$ cat config.mk
export PLATFORM = sky130hd
export DESIGN_NAME = bcd_conv_sched
export DESIGN_NICKNAME = d
export VERILOG_FILES = /design/src/rtl/bcd_conv_sched.sv
export SDC_FILE = /design/constraint.sdc
export NUM_CORES = 1
export LEC_CHECK = 0
export ABC_AREA = 1
export CAP_MARGIN = 20
export CORE_MARGIN = 2
export CORE_UTILIZATION = 44
export CTS_CLUSTER_SIZE = 28
export DETAILED_ROUTE_END_ITERATION = 6
export PLACE_DENSITY = 0.85
export SYNTH_ARGS = -nofsm -noshare
export SYNTH_HDL_FRONTEND = slang
export SYNTH_SLANG_ARGS = --single-unit
$ cat constraint.sdc
create_clock -name clk -period 5.1 [get_ports clk]
set_input_delay 0.765 -clock clk [delete_from_list [all_inputs] [get_ports clk]]
set_output_delay 0.765 -clock clk [all_outputs]
set_load 0.03 [all_outputs]
$ cat src/rtl/bcd_conv_sched.sv
// Round-robin scheduler that shares one binary-to-BCD conversion engine among NCH requesters.
// Each job returns the engine's 4-digit result tagged with its channel, or an error result on engine timeout.
module bcd_conv_sched #(
  parameter int NCH     = 4,
  parameter int W       = 12,
  parameter int TIMEOUT = 64
) (
  input  logic             clk,
  input  logic             rst,
  input  logic [NCH-1:0]   req,
  input  logic [NCH*W-1:0] val,
  output logic [NCH-1:0]   gnt,
  output logic             conv_start,
  output logic [W-1:0]     conv_value,
  input  logic             conv_done,
  input  logic [15:0]      conv_bcd,
  output logic             res_valid,
  output logic [2:0]       res_ch,
  output logic [15:0]      res_bcd,
  output logic             res_err,
  output logic             busy
);

  localparam int TW = $clog2(TIMEOUT + 1);

  typedef enum logic [1:0] {IDLE, ISSUE, WAIT} state_t;

  state_t         state, state_nxt;
  logic [2:0]     ptr, ptr_nxt;
  logic [2:0]     cur_ch, cur_ch_nxt;
  logic [TW-1:0]  tcnt, tcnt_nxt;
  logic [NCH-1:0] gnt_nxt;
  logic           conv_start_nxt;
  logic [W-1:0]   conv_value_nxt;
  logic           res_valid_nxt;
  logic [2:0]     res_ch_nxt;
  logic [15:0]    res_bcd_nxt;
  logic           res_err_nxt;

  logic [2:0]     pick_lo, pick_hi, pick;
  logic           found_hi;
  logic [W-1:0]   pick_val;

  // Round robin: first request at or above ptr, otherwise the lowest request overall.
  always_comb begin : arbitrate
    pick_lo  = '0;
    pick_hi  = '0;
    found_hi = 1'b0;
    for (int j = NCH - 1; j >= 0; j--) begin
      if (req[j]) begin
        pick_lo = 3'(j);
        if (3'(j) >= ptr) begin
          pick_hi  = 3'(j);
          found_hi = 1'b1;
        end
      end
    end
    pick     = found_hi ? pick_hi : pick_lo;
    pick_val = '0;
    for (int j = 0; j < NCH; j++) begin
      if (3'(j) == pick) pick_val = val[j*W +: W];
    end
  end

  // NOTE: combinational next-state logic uses blocking '=' with every output
  // defaulted first, so no path through the block can infer a latch.
  always_comb begin : next_state
    state_nxt      = state;
    ptr_nxt        = ptr;
    cur_ch_nxt     = cur_ch;
    tcnt_nxt       = tcnt;
    gnt_nxt        = '0;
    conv_start_nxt = 1'b0;
    conv_value_nxt = conv_value;
    res_valid_nxt  = 1'b0;
    res_ch_nxt     = res_ch;
    res_bcd_nxt    = res_bcd;
    res_err_nxt    = res_err;

    unique case (state)
      IDLE: begin
        if (|req) begin
          for (int j = 0; j < NCH; j++) gnt_nxt[j] = (3'(j) == pick);
          conv_start_nxt = 1'b1;
          conv_value_nxt = pick_val;
          cur_ch_nxt     = pick;
          ptr_nxt        = (pick == 3'(NCH - 1)) ? 3'd0 : pick + 3'd1;
          state_nxt      = ISSUE;
        end
      end
      ISSUE: begin
        tcnt_nxt  = '0;
        state_nxt = WAIT;
      end
      WAIT: begin
        // tcnt is still 0 on the first WAIT edge, so the error pulse lands
        // TIMEOUT+2 cycles after the grant; a done on that same edge wins.
        if (conv_done) begin
          res_valid_nxt = 1'b1;
          res_ch_nxt    = cur_ch;
          res_bcd_nxt   = conv_bcd;
          res_err_nxt   = 1'b0;
          state_nxt     = IDLE;
        end else if (tcnt == TW'(TIMEOUT)) begin
          res_valid_nxt = 1'b1;
          res_ch_nxt    = cur_ch;
          res_bcd_nxt   = 16'h0000;
          res_err_nxt   = 1'b1;
          state_nxt     = IDLE;
        end else begin
          tcnt_nxt = tcnt + TW'(1);
        end
      end
      default: state_nxt = IDLE;
    endcase
  end

  // NOTE: reset is synchronous and active-high; every register, outputs
  // included, is cleared so an aborted job leaves no stale result behind.
  always_ff @(posedge clk) begin
    if (rst) begin
      state      <= IDLE;
      ptr        <= '0;
      cur_ch     <= '0;
      tcnt       <= '0;
      gnt        <= '0;
      conv_start <= 1'b0;
      conv_value <= '0;
      res_valid  <= 1'b0;
      res_ch     <= '0;
      res_bcd    <= '0;
      res_err    <= 1'b0;
      busy       <= 1'b0;
    end else begin
      state      <= state_nxt;
      ptr        <= ptr_nxt;
      cur_ch     <= cur_ch_nxt;
      tcnt       <= tcnt_nxt;
      gnt        <= gnt_nxt;
      conv_start <= conv_start_nxt;
      conv_value <= conv_value_nxt;
      res_valid  <= res_valid_nxt;
      res_ch     <= res_ch_nxt;
      res_bcd    <= res_bcd_nxt;
      res_err    <= res_err_nxt;
      busy       <= (state_nxt != IDLE);
    end
  end

endmodule

==> results.cfg <==
[min_path]
hp-class = flip-flop to flip-flop
min_delay_path_depth = 2
hold_path_startpoint = res_bcd[11]$_SDFFE_PP0P_
min_to = res_bcd[11]$_SDFFE_PP0P_

[power]
p_leak_nw = 1.345
clockPowerShare_pct = 25.5
swShare_pct = 33.28
fin_total_pwr_mw = 1.100
irDropWorstVdd_uv = 167.9
combPwrFrac_pct = 33.2
internal_power_mw = 0.7342
powerDensity_mw_per_mm2 = 311.0
p_sw_mw = 0.3662
pwr-share-seq_pct = 41.3

[floorplanning]
chipHeight_um = 77.12
io_pins = 110
initial_core_util_pct = 45.76
placement_rows = 26
coreArea_mm2 = 0.005140
die-area_mm2 = 0.005947
die_width_um = 77.12

[global_route]
grt_overflow = 0
grt_max_degree = 30
grt_pass1_vias = 2379
grt_pass1_wl_um = 11010
grt.total_usage_pct = 22.97
antenna_found_initial = 0

[layout]
diodes = 0
area_growth_pct = 50.43
drive_above_1_share_pct = 4.296
final_cells = 489
final_util_pct = 68.84
finalNetCount = 496

[routing]
firstDrtPassIters = 5
vias = 2502
highest_layer = met4
drc = 0
drt_wl_total_um = 6707
via_per_inst = 5.117
wl_met2_um = 3397
wl_per_cell_um = 13.72
drtIter0Drc = 178
wl_met3_um = 430
met1Wirelength_um = 2722
ant_nets = 0

[worst_setup_path]
worstSetupStartpointType = input port
timing.rr.end = conv_value[11]$_SDFFE_PP0P_
critPathKind = input port to flip-flop
reg2reg_from = ptr[1]$_SDFFE_PP0P_
r2r_slack_ns = 2.50
crit_fanout = 14
arrival_ns = 3.35
endpoint_kind = flip-flop
reg2reg_depth = 11
worstPathRequired_ns = 5.34

[timing]
fin_crit_sh_pct = 61.00
slew_viol_final = 0
final-hold-violation-count = 0
setup_viol = 0
hold_slack_ns = 0.4644
worst_slew_pin_slew_ns = 1.037
timing.fmax_mhz = 321.4
skew_ns = 0.01068
layout_min_cycle_time_ns = 3.111
fin_setup_tns_ns = 0
relSlewSlack_pct = 30.62
rsz0062_at_grt = false

[logic_synthesis]
yosys_warnings = 0
async_flop_share_pct = 0
syn_area_per_cell_um2 = 7.374
ys_ff_latch = 51
syn-num-nets = 396
synth_top_flop_cell = dfxtp_1
synth-edff-count = 0
syn-instance-count = 319
ys_types = 27
seq_area_frac_synth_pct = 43.40
syn-cell-area_mm2 = 0.002352

[cts]
cts_tree = built
root_buffer = clkbuf_8
ctsLongestPathBuffers = 2
cts_buffers = 5
cts_hold_buf = 0
clk_pin_slew_ns = 0.09
ctsResizeCount = 0
clock_latency_ns = 0.31
clock-sinks = 51
cts_setup_buffers = 0
h-tree-depth = 2

[placement]
portBuffers = 108
place_hpwl_um = 4910
dp.cells = 482
gp_congestion = 0.7878

[flow_run]
maxCapViolCount = 0

[outcome]
status = finished clean
[Yosys cell counts (3+ instances only)]
master | n | area, um2
a21oi_1 | 66 | 330.3
buf_6 | 3 | 33.78
clkbuf_1 | 7 | 26.28
dfxtp_1 | 51 | 1021
ha_1 | 6 | 75.07
inv_1 | 23 | 86.33
nand2_1 | 77 | 289.0
nand3_1 | 11 | 55.05
nor2_1 | 24 | 90.09
o211ai_1 | 12 | 90.09
o21ai_0 | 14 | 70.07
o21ai_1 | 5 | 25.02
[kinds of logic (layout without fill, tap and decap cells)]
| kind of cell | count (synthesis) | in the layout | share of synthesized area (%) |
|---|---|---|---|
| simple gates | 121 | 121 | 21.81 |
| compound gates | 101 | 101 | 23.72 |
| flops | 51 | 51 | 43.40 |
| buf+inv | 39 | 139 | 7.713 |
| fa+ha+maj | 6 | 6 | 3.191 |
| other cells | 1 | 1 | 0.1594 |
[per-layer routing]
metal	up-vias	track usage [%]
li1	1258	-
met1	1143	26.12
met2	87	40.61
met3	14	6.706
met4	0	8.571
met5	-	0
[layout by cell type (no fill, tap or decap), drive strengths merged]
cell             n
a21oi           68
bufinv           1
clkbuf           5
clkdlybuf4s50  108
clkinvlp         1
conb             1
dfxtp           51
ha               6
inv             24
nand2           78
nand3           13
nand4            1
nor2            25
nor3             3
o211ai          12
o21ai           21
or2              1
[power groups by stage]
stage	registers, mW	logic [mW]	clock network (mW)
finish	0.454	0.365	0.281
global route	0.458	0.399	0.302
CTS	0.454	0.365	0.284
detailed placement	0.462	0.363	0
global placement	0.462	0.357	0
floorplan	0.516	0.169	0
[sequential cells by signal, indices dropped and copies added, names as in the netlist]
register	flops
tcnt	7
res_err	1
conv_value	12
gnt	4
state	2
res_valid	1
cur_ch	2
ptr	2
res_bcd	16
conv_start	1
busy	1
res_ch	2
[worst max-delay path, cell delays in order]
cell and delay [ns]:
clkdlybuf4s50_1 0.52, inv_1 0.07, nand2_1 0.05, nand2_1 0.05, nand2_1 0.06, nand3_1 0.08, nand2_1 0.16, inv_1 0.09
ha_1 0.39, nor2_1 0.65, nand2_1 0.12, nand2_1 0.10, o211ai_1 0.08, a21oi_1 0.15
[metrics by stage]
step	worst slack, ns	instance area [um2]
6_report	1.989	3538
5_1_grt	1.701	3538
4_1_cts	1.982	3538
3_5_place_dp	1.670	3432
3_3_place_gp	1.821	3432
2_1_floorplan	2.828	2352
[worst max-delay path by stage]
stage                     cells past startpoint  startpoint  slack (ns)                           to
after global placement                       14      req[2]        1.82   conv_value[0]$_SDFFE_PP0P_
final                                        14      req[2]        1.99  conv_value[11]$_SDFFE_PP0P_
after detailed placement                     14      req[2]        1.67   conv_value[0]$_SDFFE_PP0P_
after floorplan                              10      req[1]        2.83   conv_value[5]$_SDFFE_PP0P_
after global routing                         14      req[2]        1.70   conv_value[7]$_SDFFE_PP0P_
after CTS                                    14      req[2]        1.98   conv_value[0]$_SDFFE_PP0P_
[cell type report]
type | count | area [um2]
clock inverters | 2 | 37.54
flip-flops and latches | 51 | 1021
multi-input cells | 229 | 1150
repair buffers | 108 | 1081
inverters | 24 | 92.59
clock buffers | 5 | 68.82
fillers | 435 | 1602
well taps | 70 | 87.58
(Power assumes the default switching activity.)
